`src/rtl/mux_scan_pkg.sv`:
```
// Shared types and limits for the mux scan capture block.
package mux_scan_pkg;

  typedef enum logic [1:0] {
    IDLE = 2'd0,
    SCAN = 2'd1,
    HOLD = 2'd2
  } state_t;

  localparam int NCH        = 4;
  localparam int SETTLE_MAX = 15;
  localparam int CNT_W      = $clog2(SETTLE_MAX + 1);

endpackage

```
`src/rtl/mux_scan_timer.sv`:
```
// Settle counter: counts while en is high, done pulses on the last cycle of each SETTLE window.
// Latency: done is combinational from the counter; backpressure: none, counter clears whenever en is low.
module mux_scan_timer
  import mux_scan_pkg::*;
#(
  parameter int SETTLE = 2
) (
  input  logic clk,
  input  logic rst_n,
  input  logic en,
  output logic done
);

  logic [CNT_W-1:0] cnt;

  assign done = en && (cnt == CNT_W'(SETTLE - 1));

  always_ff @(posedge clk or negedge rst_n) begin
    if (!rst_n) begin
      cnt <= '0;
    end else if (!en || done) begin
      cnt <= '0;
    end else begin
      cnt <= cnt + CNT_W'(1);
    end
  end

endmodule

```
`src/rtl/mux_scan_capture.sv`:
```
// Steps sel through 4 mux inputs, samples q_in after SETTLE cycles each; word/valid after 4*SETTLE edges.
// Holds word until valid&&ready; define MUX_SCAN_CONT_EN to rescan immediately after each handshake.
module mux_scan_capture
  import mux_scan_pkg::*;
#(
  parameter int SETTLE = 2
) (
  input  logic           clk,
  input  logic           rst_n,
  input  logic           start,
  output logic [1:0]     sel,
  input  logic           q_in,
  output logic [NCH-1:0] word,
  output logic           valid,
  input  logic           ready,
  output logic           busy
);

  state_t         state;
  logic [NCH-1:0] shadow;
  logic [NCH-1:0] shadow_nxt;
  logic           scan_en;
  logic           cap;

  assign scan_en = (state == SCAN);
  assign busy    = (state != IDLE);

  mux_scan_timer #(.SETTLE(SETTLE)) u_timer (
    .clk  (clk),
    .rst_n(rst_n),
    .en   (scan_en),
    .done (cap)
  );

  // The final channel goes straight into word alongside the earlier shadow bits.
  always_comb begin
    shadow_nxt      = shadow;
    shadow_nxt[sel] = q_in;
  end

  always_ff @(posedge clk or negedge rst_n) begin
    if (!rst_n) begin
      state  <= IDLE;
      sel    <= '0;
      shadow <= '0;
      word   <= '0;
      valid  <= 1'b0;
    end else begin
      case (state)
        IDLE: begin
          if (start) begin
            state <= SCAN;
            sel   <= '0;
          end
        end
        SCAN: begin
          if (cap) begin
            shadow <= shadow_nxt;
            if (sel == 2'(NCH - 1)) begin
              word  <= shadow_nxt;
              valid <= 1'b1;
              state <= HOLD;
            end else begin
              sel <= sel + 2'd1;
            end
          end
        end
        HOLD: begin
          if (ready) begin
            valid <= 1'b0;
            sel   <= '0;
`ifdef MUX_SCAN_CONT_EN
            state <= SCAN;
`else
            state <= IDLE;
`endif
          end
        end
        default: begin
          state <= IDLE;
          sel   <= '0;
          valid <= 1'b0;
        end
      endcase
    end
  end

endmodule

```
`config.mk`:
```
export PLATFORM = sky130hd
export DESIGN_NAME = mux_scan_capture
export DESIGN_NICKNAME = d
export VERILOG_FILES = /design/src/rtl/mux_scan_pkg.sv /design/src/rtl/mux_scan_timer.sv /design/src/rtl/mux_scan_capture.sv
export SDC_FILE = /design/constraint.sdc
export NUM_CORES = 1
export LEC_CHECK = 0
export CORE_MARGIN = 2
export CORE_UTILIZATION = 43
export DETAILED_ROUTE_END_ITERATION = 10
export GPL_ROUTABILITY_DRIVEN = 0
export PLACE_DENSITY = 0.68
export SLEW_MARGIN = 20
export SYNTH_ARGS = -nofsm -noshare
export SYNTH_HDL_FRONTEND = slang
export SYNTH_SLANG_ARGS = --single-unit
```
`constraint.sdc`:
```
create_clock -name clk -period 1.45 [get_ports clk]
set_input_delay 0.3625 -clock clk [delete_from_list [all_inputs] [get_ports clk]]
set_output_delay 0.3625 -clock clk [all_outputs]
set_load 0.02 [all_outputs]
```
==> impl_metrics.csv <==
group,metric,value,unit
route,ant_nets,0,
clocking,hold_buffers,0,
cells_and_area,drive_above_1_share,44.3,%
yosys,synthesis.nets,87,
placement,dp_slack,-0.120,ns
critical_path,crit_required,1.62,ns
critical_path,path_max_fanout,4,
cells_and_area,finish.utilization,63.1,%
sta,fin_crit_sh,106,%
floorplan,dieWidth,50.0,um
cells_and_area,nets,119,
sta,worst_pin_slew,0.274,ns
power,power_frac_clock,9.6,%
worst_hold_path,timing.hold.worst.class,"in -> async",
route,wl_per_cell,13.3,um
clocking,cts_tree,"done",
floorplan,die_h,50.0,um
power,sequentialPowerShare,32.8,%
clocking,root_buffer,"clkbuf_4",
critical_path,crit_type,"reg -> reg",
critical_path,arrival,1.71,ns
power,peakVddDrop,1.09,mV
clocking,clk_pin_slew,0.10,ns
floorplan,coreArea,1980,um^2
yosys,synth.most_common_cell,"dfrtp_1",
yosys,synthTopCellsByCount,"17 x dfrtp_1, 8 x mux2_2, 7 x ha_1",
sta,setup_viol,8,
sta,relSlewSlack,81.6,%
critical_path,cp-end-kind,"register",
yosys,synth_top_cell_by_area,"dfrtp_1",
route,drt_iter0_markers,3,
route,via_per_inst,4.95,
yosys,synth_area_leaders,"dfrtp_1 47%, mux2_2 9.9%, ha_1 9.6%, mux2_4 6.6%, nand3_1 3.3%",
sta,final.setup_skew,0.00795,ns
cells_and_area,syn_to_final_growth,37.6,%
clocking,clock_sinks,17,
cells_and_area,stdcell_count,133,
power,p_switching,0.000963,W
yosys,syn-instance-count,75,
clocking,cts_buffers,3,
yosys,synth_area_per_cell,12.1,um^2
yosys,synth.top_cell.area_share,46.8,%
run,cap_violations,0,
grt,first_global_vias,727,
critical_path,worstReg2RegStart,"u_timer.cnt[1]$_DFF_PN0_",
grt,antenna_found_initial,0,
grt,grt_max_degree,18,
placement,numPortBuffers,12,
critical_path,crit_path_start,"u_timer.cnt[1]$_DFF_PN0_",
sta,rsz0062_at_grt,"true",
placement,dp_hpwl,1220,um
route,first_pass_iters,4,
run_status,status,"finished, violations left",
sta,maxSlewViolCount,0,
power,power_density,2070,nW/um^2
floorplan,dieArea,2500,um^2
route,drcViolationCount,0,
yosys,ys.flop_type,"dfrtp_1",
route,wirelength,1780,um
sta,holdWs,0.390,ns
yosys,yosysWarningCount,0,
power,p_sw_share,37.1,%
power,comb_power_share,57.5,%
floorplan,initial_core_util,45.8,%
critical_path,crit_path_start_kind,"register",
yosys,synth_seq_area_share,46.8,%
sta,max_freq,0.651,GHz
clocking,clock_latency,0.29,ns
yosys,synth.distinct_cells,24,
sta,min_period,1.54,ns
placement,dp.cells,124,
grt,gr-usage-all-layers,16.1,%
sta,hold_viol_final,0,
clocking,clock_path_buffers,2,
grt,grt_pass1_wl,3090,um
sta,worst_slack,-0.0863,ns
floorplan,io_pins,13,
yosys,yosys_register_bits,17,
clocking,htree_num_levels,1,
power,p_int,0.00163,W
floorplan,core.rowCount,16,
power,p_leak,0.593,nW
yosys,async_flop_share,100,%
route,vias,659,
run_status,violations,"negative setup slack",
yosys,syn_area,908,um^2
cells_and_area,antenna_cells,0,
grt,overflow,0,
yosys,synth-edff-count,0,
-- stage by stage --
step	setup TNS, ns	instance area, um^2	power (W)
6_report	-0.451	1250	0.00259
5_1_grt	-1.07	1250	0.00279
4_1_cts	-0.519	1200	0.00249
3_5_place_dp	-0.654	1140	0.00218
3_3_place_gp	-0.484	1140	0.00213
2_1_floorplan	-0.341	908	0.00166
-- kinds of logic (layout without fill, tap and decap cells) --
| family | Yosys count | count (layout) | synth area share (%) |
|---|---|---|---|
| muxes | 13 | 13 | 17.6 |
| xor gates and xnor gates | 3 | 3 | 2.89 |
| AOI/OAI and AO/OA | 4 | 4 | 3.03 |
| and+or+nand+nor | 26 | 26 | 16.9 |
| adders and majority gates | 7 | 7 | 9.64 |
| DFF | 17 | 17 | 46.8 |
| buffers and inverters | 5 | 36 | 3.03 |
-- power by group through the flow --
stage	combinational [W]	sequential [W]	clock, W
2_1_floorplan	0.000706	0.000956	0
3_3_place_gp	0.00129	0.000843	0
3_5_place_dp	0.00133	0.000851	0
4_1_cts	0.00139	0.000840	0.000261
5_1_grt	0.00163	0.000880	0.000284
6_report	0.00149	0.000851	0.000250
-- state kept, by name (all words and copies together) (netlist names) --
name	cells
sel	2
shadow	4
valid	1
u_timer.cnt	4
state	2
word	4
-- placed cells by master (no fill, tap or decap) --
cell type	synthesis	routed
xor2_1	1	1
or3_1	1	1
clkdlybuf4s15_2	0	1
o22ai_1	1	1
o211ai_1	1	1
clkinv_2	0	1
dlygate4sd2_1	0	5
nand3_4	0	1
dfrtp_2	0	2
nor2_1	6	6
nand2_1	6	5
mux2_2	8	7
xnor2_1	2	2
buf_6	1	5
o21ai_0	1	1
mux2i_1	1	1
or2_4	0	1
nand2b_1	2	2
ha_2	0	2
nor2b_4	1	1
nor4b_4	0	1
mux2_4	4	5
nor3b_4	1	1
clkbuf_4	0	3
buf_4	0	13
ha_1	7	5
inv_1	3	3
nand3_1	6	5
dfrtp_1	17	15
a311oi_1	1	1
clkbuf_2	0	1
clkdlybuf4s50_1	0	4
nand2_2	0	1
and3_4	0	1
-- metal layers --
metal / up-vias / global-route usage, % / share of wire [%]
li1: 320 / - / -
met1: 322 / 18.9 / 44
met2: 15 / 29.8 / 51
met3: 2 / 2.12 / 3.7
met4: 0 / 5.56 / 0.51
met5: - / 0 / 0
-- path summary, 6_finish.rpt --
check                                       endpoint  slack, ns  depth (start not counted)
min in group clk                   valid$_DFFE_PN0P_       0.49                          2
worst max register to register   word[3]$_DFFE_PN0P_      -0.09                          5
worst min register to register     valid$_DFFE_PN0P_       0.49                          2
worst max-delay path             word[3]$_DFFE_PN0P_      -0.09                          5
worst min-delay path            state[0]$_DFFE_PN0P_       0.39                          2
max in group asynchronous         sel[0]$_DFFE_PN0P_       0.86                          2
-- cell type report --
cell class / count / area (um^2)
flip-flops and latches: 17 / 428
fillers: 160 / 732
clock buffers: 3 / 22.5
repair buffers: 29 / 254
clock inverters: 1 / 5.00
multi-input cells: 53 / 495
inverters: 3 / 11.3
well taps: 27 / 33.8
-- worst max-delay path, cell delays in order (launching register included) --
cell and delay (ns):
dfrtp_1 0.40, inv_1 0.06, ha_2 0.18, nor3b_4 0.22, and3_4 0.27, mux2_4 0.30
-- repair_timing --
item / CTS / global route
buffers inserted: 3 / 4
setup endpoints to repair: 17 / 13
gates resized for setup: 20 / 13
pin swaps: 0 / 6
No activity file was read; power rests on OpenSTA's default activity.
